==> config.mk <==
export PLATFORM = sky130hd
export DESIGN_NAME = mult32s_rr_scheduler
export DESIGN_NICKNAME = d
export VERILOG_FILES = /design/src/rtl/mult32s_rr_scheduler.sv
export SDC_FILE = /design/constraint.sdc
export NUM_CORES = 2
export LEC_CHECK = 0
export BUFFER_PORTS_ARGS = -buffer_cell sky130_fd_sc_hd__buf_2
export CAP_MARGIN = 30
export CELL_PAD_IN_SITES_DETAIL_PLACEMENT = 1
export CELL_PAD_IN_SITES_GLOBAL_PLACEMENT = 1
export CORE_MARGIN = 2
export CORE_UTILIZATION = 50
export CTS_BUF_LIST = sky130_fd_sc_hd__clkbuf_16
export CTS_CLUSTER_DIAMETER = 30
export DETAILED_ROUTE_END_ITERATION = 7
export PLACE_DENSITY = 0.88
export SETUP_SLACK_MARGIN = 0.02
export SYNTH_ARGS = -nofsm -noshare
export SYNTH_HDL_FRONTEND = slang
export SYNTH_SLANG_ARGS = --single-unit
==> constraint.sdc <==
create_clock -name clk -period 59.6 [get_ports clk]
set_input_delay 5.96 -clock clk [delete_from_list [all_inputs] [get_ports clk]]
set_output_delay 5.96 -clock clk [all_outputs]
set_load 0.01 [all_outputs]
==> src/rtl/mult32s_rr_scheduler.sv <==
// ----------------------------------------------------------------------------
// mult32s_normal_ripple
//   Combinational signed 32x32 -> 64 multiplier built from 32 shifted partial
//   products, each accumulated through a 64-bit ripple-carry adder.
//   Ports:
//     a_i       : 32-bit two's complement multiplicand
//     b_i       : 32-bit two's complement multiplier
//     product_o : full 64-bit signed product
//
// mult32s_rr_scheduler
//   Shares one mult32s_normal_ripple between NUM_REQ valid/ready requesters.
//   A round-robin arbiter feeds a two-stage stallable pipeline: stage 0 holds
//   the granted operands, stage 1 holds the product. Results return in issue
//   order on a single valid/ready channel, tagged with the requester index.
//   Ports:
//     clk, rst     : clock, synchronous active-high reset
//     req_valid    : per-requester request valid
//     req_ready    : per-requester grant (one-hot or zero)
//     req_a, req_b : packed operands, requester i at bits [32i+31:32i]
//     res_valid    : result valid
//     res_ready    : result consumer ready
//     res_product  : signed 64-bit product
//     res_id       : index of the requester that issued the operation
// ----------------------------------------------------------------------------

module mult32s_normal_ripple (
    input  logic [31:0] a_i,
    input  logic [31:0] b_i,
    output logic [63:0] product_o
);

    logic [63:0] a_ext;
    logic [63:0] acc;
    logic [63:0] pp;
    logic [63:0] sum;
    logic        carry;

    assign a_ext = {{32{a_i[31]}}, a_i};

    always_comb begin
        acc   = '0;
        pp    = '0;
        sum   = '0;
        carry = 1'b0;
        for (int i = 0; i < 32; i++) begin
            pp = b_i[i] ? (a_ext << i) : 64'd0;
            // Bit 31 of b weighs -2^31, so that row is subtracted: acc + ~pp + 1.
            if (i == 31) begin
                pp    = ~pp;
                carry = 1'b1;
            end else begin
                carry = 1'b0;
            end
            for (int j = 0; j < 64; j++) begin
                sum[j] = acc[j] ^ pp[j] ^ carry;
                carry  = (acc[j] & pp[j]) | (carry & (acc[j] ^ pp[j]));
            end
            acc = sum;
        end
    end

    assign product_o = acc;

endmodule

module mult32s_rr_scheduler #(
    parameter int unsigned NUM_REQ = 4,
    parameter int unsigned IDW     = $clog2(NUM_REQ)
) (
    input  logic                  clk,
    input  logic                  rst,
    input  logic [NUM_REQ-1:0]    req_valid,
    output logic [NUM_REQ-1:0]    req_ready,
    input  logic [NUM_REQ*32-1:0] req_a,
    input  logic [NUM_REQ*32-1:0] req_b,
    output logic                  res_valid,
    input  logic                  res_ready,
    output logic [63:0]           res_product,
    output logic [IDW-1:0]        res_id
);

    // Stage 0: granted operands
    logic           s0_valid_q, s0_valid_d;
    logic [31:0]    s0_a_q, s0_a_d;
    logic [31:0]    s0_b_q, s0_b_d;
    logic [IDW-1:0] s0_id_q, s0_id_d;

    // Stage 1: product
    logic           s1_valid_q, s1_valid_d;
    logic [63:0]    s1_product_q, s1_product_d;
    logic [IDW-1:0] s1_id_q, s1_id_d;

    // Round-robin search start
    logic [IDW-1:0] rr_ptr_q, rr_ptr_d;

    logic           s1_en;
    logic           s0_en;
    logic           gnt_any;
    logic [IDW-1:0] gnt_idx;
    logic [IDW-1:0] cand_idx;
    logic [31:0]    cand;
    logic           xfer;
    logic [63:0]    mult_product;

    // ------------------------------------------------------------------
    // Pipeline enables: a stage may load when it is empty or its contents
    // move on in the same edge.
    // ------------------------------------------------------------------
    assign s1_en = !s1_valid_q || res_ready;
    assign s0_en = !s0_valid_q || s1_en;

    // ------------------------------------------------------------------
    // Arbiter: first valid requester at or after rr_ptr, wrapping. It only
    // feeds the stage 0 registers, so it never lengthens the multiplier path.
    // ------------------------------------------------------------------
    always_comb begin
        gnt_any  = 1'b0;
        gnt_idx  = '0;
        cand     = '0;
        cand_idx = '0;
        for (int k = 0; k < NUM_REQ; k++) begin
            cand = 32'(rr_ptr_q) + 32'(k);
            // rr_ptr_q < NUM_REQ, so a single subtraction completes the modulo
            if (cand >= NUM_REQ) begin
                cand = cand - NUM_REQ;
            end
            cand_idx = IDW'(cand);
            if (!gnt_any && req_valid[cand_idx]) begin
                gnt_any = 1'b1;
                gnt_idx = cand_idx;
            end
        end
    end

    always_comb begin
        req_ready = '0;
        if (s0_en && gnt_any && !rst) begin
            req_ready[gnt_idx] = 1'b1;
        end
    end

    assign xfer = s0_en && gnt_any && !rst;

    // ------------------------------------------------------------------
    // Shared multiplier between stage 0 and stage 1
    // ------------------------------------------------------------------
    mult32s_normal_ripple u_mult (
        .a_i       (s0_a_q),
        .b_i       (s0_b_q),
        .product_o (mult_product)
    );

    // ------------------------------------------------------------------
    // Next-state logic
    // ------------------------------------------------------------------
    always_comb begin
        s0_valid_d = s0_valid_q;
        s0_a_d     = s0_a_q;
        s0_b_d     = s0_b_q;
        s0_id_d    = s0_id_q;
        if (s0_en) begin
            s0_valid_d = gnt_any;
            if (gnt_any) begin
                s0_a_d  = req_a[32*gnt_idx +: 32];
                s0_b_d  = req_b[32*gnt_idx +: 32];
                s0_id_d = gnt_idx;
            end
        end
    end

    always_comb begin
        s1_valid_d   = s1_valid_q;
        s1_product_d = s1_product_q;
        s1_id_d      = s1_id_q;
        if (s1_en) begin
            s1_valid_d = s0_valid_q;
            // Product and id only change when a real operation moves in
            if (s0_valid_q) begin
                s1_product_d = mult_product;
                s1_id_d      = s0_id_q;
            end
        end
    end

    always_comb begin
        rr_ptr_d = rr_ptr_q;
        if (xfer) begin
            if (gnt_idx == IDW'(NUM_REQ - 1)) begin
                rr_ptr_d = '0;
            end else begin
                rr_ptr_d = gnt_idx + 1'b1;
            end
        end
    end

    // ------------------------------------------------------------------
    // State
    // ------------------------------------------------------------------
    always_ff @(posedge clk) begin
        if (rst) begin
            s0_valid_q   <= 1'b0;
            s0_a_q       <= '0;
            s0_b_q       <= '0;
            s0_id_q      <= '0;
            s1_valid_q   <= 1'b0;
            s1_product_q <= '0;
            s1_id_q      <= '0;
            rr_ptr_q     <= '0;
        end else begin
            s0_valid_q   <= s0_valid_d;
            s0_a_q       <= s0_a_d;
            s0_b_q       <= s0_b_d;
            s0_id_q      <= s0_id_d;
            s1_valid_q   <= s1_valid_d;
            s1_product_q <= s1_product_d;
            s1_id_q      <= s1_id_d;
            rr_ptr_q     <= rr_ptr_d;
        end
    end

    assign res_valid   = s1_valid_q;
    assign res_product = s1_product_q;
    assign res_id      = s1_id_q;

endmodule

# == Word level (Yosys, flattened, before mapping) ==
# Index checks and enable logic that the tools add are counted.
# op_classes
n_eq_ne,1
mux,56
bitwise,9737
n_reduce_logical,16
order_cmp,10
n_addsub,8
shifts,2
# op_table
cell,n
$xor A1 B1 Y1,3937
$and A1 B1 Y1,3875
$mux W64,32
$or A1 B1 Y1,1923
$shiftx A128 B8 Y32,2
$not A64 Y64,1
$mux W2,9
$lt A2 B3 Y1 const B,5
$ge A3 B3 Y1 const B,3
$mux W1,9
$bmux W1 S2,4
$sub A2 B1 Y2 const B,4
$add A2 B2 Y3 const B,2
$logic_and A1 B1 Y1,6
$logic_not A1 Y1,6
$mux W4,1
$reduce_and A2 Y1,2
$add A2 B1 Y3 const B,1
$ge A2 B3 Y1 const B,1
$add A2 B1 Y2 const B,1
$demux W1 S2,1
$eq A2 B2 Y1 const B,1
$ge A2 B1 Y1 const B,1
$logic_or A1 B1 Y1,2
$not A1 Y1,1
# totals
out_inout_bits,71
input_bits,263
wordCells,9838
regBits,136

# == Depth between registers and ports, before layout ==
# depth
word_depth,187
depth_mapped,157
mapped_depth_nobuf,156

# == By module ==
# Synthesis repeated with hierarchy kept, for this count alone.
# unflattened
cells_unflattened,3950
area_unflattened_um2,44864.3
# modules_own_cells
module,instances,cells_per_inst,seq_area_each_um2,area_each_um2
mult32s_normal_ripple,1,3083,0.0,38025.2
mult32s_rr_scheduler,1,867,2722.6,6839.1

# == Worst setup path after synthesis ==
# No wires, ideal clock.
# synth_path
path_type,reg-to-reg
startpoint,reg s0_b_q[1]
endpoint,"reg s1_product_q[63], in the netlist res_product[63]"
path_slack_ns,16.219
path_stages_with_launch,110
arrival_time_ns,43.302
t_required_ns,59.521
setup_ns,0.079
n_path_buf,1
synth_period_minus_slack_ns,43.381
cell_sequence,dfxtp_1 clkbuf_1 and2_1 ha_1 inv_1 fa_1 inv_1 fa_1 inv_1 fa_1 fa_1 inv_1 fa_1 fa_1 inv_1 fa_1 fa_1 inv_1 [74 not listed] fa_1 fa_1 fa_1 fa_1 fa_1 fa_1 fa_1 fa_1 fa_1 fa_1 fa_1 xnor2_1 xnor2_1 xnor2_1 xnor2_1 xnor3_1 xnor2_1 a211oi_2
# synth_via
elab_chain_len,187
elab_cells_between_ends,9611
classes_between,mux (1); bitwise (9610)
# synth_rtl
element,line_no,text
start: declaration,85,"logic [31:0] s0_b_q, s0_b_d;"
start signal: assignment,203,s0_b_q <= '0;
start signal: assignment,212,s0_b_q <= s0_b_d;
$mux W64 (*),46,pp = b_i[i] ? (a_ext << i) : 64'd0;
$xor A1 B1 Y1,"55, 56",
$and A1 B1 Y1 / $xor A1 B1 Y1 (equally long branches),"56, 55",
$or A1 B1 Y1 / $xor A1 B1 Y1 (equally long branches),"56, 55",
$and A1 B1 Y1 / $xor A1 B1 Y1 (equally long branches),"56, 55",
$or A1 B1 Y1 / $xor A1 B1 Y1 (equally long branches),"56, 55",
$and A1 B1 Y1 / $xor A1 B1 Y1 (equally long branches),"56, 55",
$or A1 B1 Y1 / $xor A1 B1 Y1 (equally long branches),"56, 55",
[171 not listed],n/a,
"$xor A1 B1 Y1, or another cell as far along",55,sum[j] = acc[j] ^ pp[j] ^ carry;
$xor A1 B1 Y1 / $and A1 B1 Y1 (equally long branches),"55, 56",
"$xor A1 B1 Y1, or another cell as far along",55,
$xor A1 B1 Y1 / $and A1 B1 Y1 (equally long branches),"55, 56",
"$xor A1 B1 Y1, or another cell as far along",n/a,
$xor A1 B1 Y1 / $and A1 B1 Y1 (equally long branches),"55, 56",
$xor A1 B1 Y1 / $or A1 B1 Y1 (equally long branches),n/a,
$xor A1 B1 Y1 (*),55,
end signal: assignment,215,s1_product_q <= s1_product_d;
end: declaration,90,"logic [63:0] s1_product_q, s1_product_d;"
# Every way passes the cells marked *; elsewhere a longest branch is shown, timed or not.
# A chain may end at the register's enable or synchronous reset.

# == Worst setup path after layout ==
# layout_path
startpoint,reg s0_a_q[2]
endpoint,"reg s1_product_q[63], in the netlist res_product[63]"
# layout_via
elab_chain_len,185
elab_cells_between_ends,9370
classes_between,mux (32); bitwise (9338)
# layout_rtl
element,line_no,text
start: declaration,84,"logic [31:0] s0_a_q, s0_a_d;"
start signal: assignment,202,s0_a_q <= '0;
start signal: assignment,211,s0_a_q <= s0_a_d;
$mux W64,46,
$xor A1 B1 Y1,"55, 56",
$and A1 B1 Y1 / $xor A1 B1 Y1 (equally long branches),"56, 55",
$or A1 B1 Y1 / $xor A1 B1 Y1 (equally long branches),"56, 55",
$and A1 B1 Y1 / $xor A1 B1 Y1 (equally long branches),"56, 55",
$or A1 B1 Y1 / $xor A1 B1 Y1 (equally long branches),"56, 55",
$and A1 B1 Y1 / $xor A1 B1 Y1 (equally long branches),"56, 55",
$or A1 B1 Y1 / $xor A1 B1 Y1 (equally long branches),"56, 55",
[169 not listed],n/a,
"$xor A1 B1 Y1, or another cell as far along",55,
$xor A1 B1 Y1 / $and A1 B1 Y1 (equally long branches),"55, 56",
"$xor A1 B1 Y1, or another cell as far along",55,
$xor A1 B1 Y1 / $and A1 B1 Y1 (equally long branches),"55, 56",
"$xor A1 B1 Y1, or another cell as far along",n/a,
$xor A1 B1 Y1 / $and A1 B1 Y1 (equally long branches),"55, 56",
$xor A1 B1 Y1 / $or A1 B1 Y1 (equally long branches),n/a,
$xor A1 B1 Y1 (*),55,
# Marked as above.

==> impl_metrics.tcl <==
set metrics [dict create \
    die_y_um 302 \
    clk_latency_ps 510 \
    grt_pass1_wl_um 213000 \
    skew_ps 24.6 \
    drv_slew 0 \
    cts_setup_buffers 0 \
    cts_buffer_depth 2 \
    firstDrtPassIters 5 \
    final-hold-violation-count 0 \
    criticalPathCategory "reg -> reg" \
    io_buffers 333 \
    nFillCells 9416 \
    core_area_um2 88200 \
    ctsResizeCount 0 \
    num_io_pins 334 \
    layout_min_cycle_time_ps 46120 \
    crit_arrival_ps 46460 \
    worst_ep_required_time_ps 59940 \
    final_common_cell "fa_1" \
    routed_wl_um 136000 \
    floorplan.initialDensity 0.503 \
    synth-seq-cells 136 \
    tightestPinTransition_ps 1050 \
    cp-end-kind "flop" \
    antenna_left 0 \
    synth_cells 4053 \
    critical-path-top-delay-family "adder cells" \
    cts_tree "yes" \
    fin_area_um2 47900 \
    syn-cell-area_um2 44400 \
    synthMuxAreaShare 0 \
    rsz0062_at_grt "no" \
    wl_per_cell_um 25.4 \
    cts.sinks 136 \
    synth-async-reset-ratio 0 \
    synth_simple_gate_area_frac 0.196 \
    layout_common_cells "fa_1, and2_1, nand2_1" \
    synth-compound-area-share 0.0179 \
    holdPathStages 2 \
    die_area_um2 91200 \
    clk_pin_slew_ps 70 \
    numCtsBuffers 17 \
    syn-mean-instance-area_um2 11.0 \
    status "completed" \
    synth_area_leaders "fa_1, and2_1, dfxtp_1" \
    synth.top_cell.area_share 0.654 \
    cts_root_buffer "clkbuf_16" \
    ys.flop_type "dfxtp_1" \
    die_x_um 302 \
    cp_max_fo 33 \
    hpwl_um 115000 \
    dpl-instance-area_um2 47100 \
    syn-num-nets 5801 \
    cp_num_buf_inv 7 \
    grt_usage 0.318 \
    yosysTopAreaCell "fa_1" \
    drt_iter0_drc 1452 \
    grt_pass1_vias 36595 \
    cp_slowest_cell "dfxtp_1" \
    yosys.area_share.adder 0.664 \
    rr_worst_depth 106 \
    cts_hold_buf 0 \
    fin_ws_ps 13480 \
    vias_per_cell 5.51 \
    drc 0 \
    path_common_cell "fa_1" \
    synth_cell_types 27 \
    drive_gt1_frac 0.107 \
    antenna_found_initial 8 \
    maxCapViolCount 0 \
    synth_top_family_by_area "adder cells" \
    syn_to_final_growth_pct 7.90 \
    final_nets 5940 \
    dp_slack_ps 13330 \
    hold_path.class "reg -> reg" \
    grt_max_degree 75 \
    h-tree-depth 4 \
    synth-xor-area-share 0.0123 \
    finalSetupTns_ps 0 \
    vias 29642 \
    worst_path_largest_cell_delay_ps 950 \
    cp-start-kind "flop" \
    synth-edff-count 0 \
    post-route-period-util 0.774 \
    cp.depth 106 \
    fmax_mhz 21.7 \
    rows 109 \
    gp_congestion 0.907 \
    yosysSeqAreaShare 0.0613 \
    grt_overflow_total 0 \
    yosys_warnings 0 \
    slew_headroom 0.301 \
    setup_viol 0 \
]
## worst min-delay path, delay by kind of cell (launching register included)
kind / cells / cell delay [ps]
AND/OR/NAND/NOR: 1 / 50
AO/OA/AOI/OAI: 1 / 50
flip-flops: 1 / 310
## per-layer routing
layer	routed length, µm	global-route usage
met5	0	0
met4	7660	0.159
met3	3470	0.0227
met2	76500	0.600
met1	48900	0.364
## final cells by class
cell class	instances	area [µm²]	share of cell area
timing repair buffer	402	2440	0.0510
sequential	136	2720	0.0568
inverter	287	1080	0.0225
clock inverter	15	193	0.00402
tap	1165	1460	0.0304
antenna	7	17.5	0.000366
multi-input combinational	3348	39600	0.826
clock buffer	17	425	0.00888
## state kept, by name (all words and copies together) (netlist names)
name and cells:
res_id 2, s0_id_q 2, rr_ptr_q 2, s0_a_q 32, s0_b_q 32, res_valid 1, s0_valid_q 1, res_product 64
## cell usage after synthesis (2+ instances only)
master,instances
buf_2,17
xor2_1,4
dfxtp_1,136
xnor3_1,3
nor3b_1,4
clkbuf_1,261
xnor2_1,49
buf_1,4
nand2b_1,2
inv_1,287
nand3_1,193
ha_1,35
o22ai_1,2
and2_2,2
nor2_1,35
a211oi_1,28
and2_1,874
fa_1,1450
a21oi_1,109
nand2_1,549
nor2b_1,3
## worst paths after layout
| check | from | end | slack (ps) |
|---|---|---|---|
| max | s0_a_q[2]$_SDFFE_PP0P_ | res_product[63]$_SDFFE_PP0P_ | 13480 |
| min | res_product[26]$_SDFFE_PP0P_ | res_product[26]$_SDFFE_PP0P_ | 460 |
| max reg2reg | s0_a_q[2]$_SDFFE_PP0P_ | res_product[63]$_SDFFE_PP0P_ | 13480 |
| min reg2reg | res_product[26]$_SDFFE_PP0P_ | res_product[26]$_SDFFE_PP0P_ | 460 |
## kinds of logic (layout without fill, tap and decap cells)
| family | count (synthesis) | count (layout) |
|---|---|---|
| flops | 136 | 136 |
| xor+xnor | 57 | 57 |
| compound gates | 142 | 142 |
| fa+ha+maj | 1485 | 1485 |
| other cells | 0 | 7 |
| buf+inv | 569 | 721 |
| simple gates | 1664 | 1664 |
## per-stage QoR
stage	util	hold WS (ps)	cells
after floorplan	-	432	4053
after global placement	0.532	439	5323
after detailed placement	0.533	450	5329
after CTS	0.540	460	5361
after global routing	0.543	474	5377
final	0.543	455	5377
Power is not shown: default switching activity piles up to over one toggle a cycle in this logic, so the estimate is an artifact.
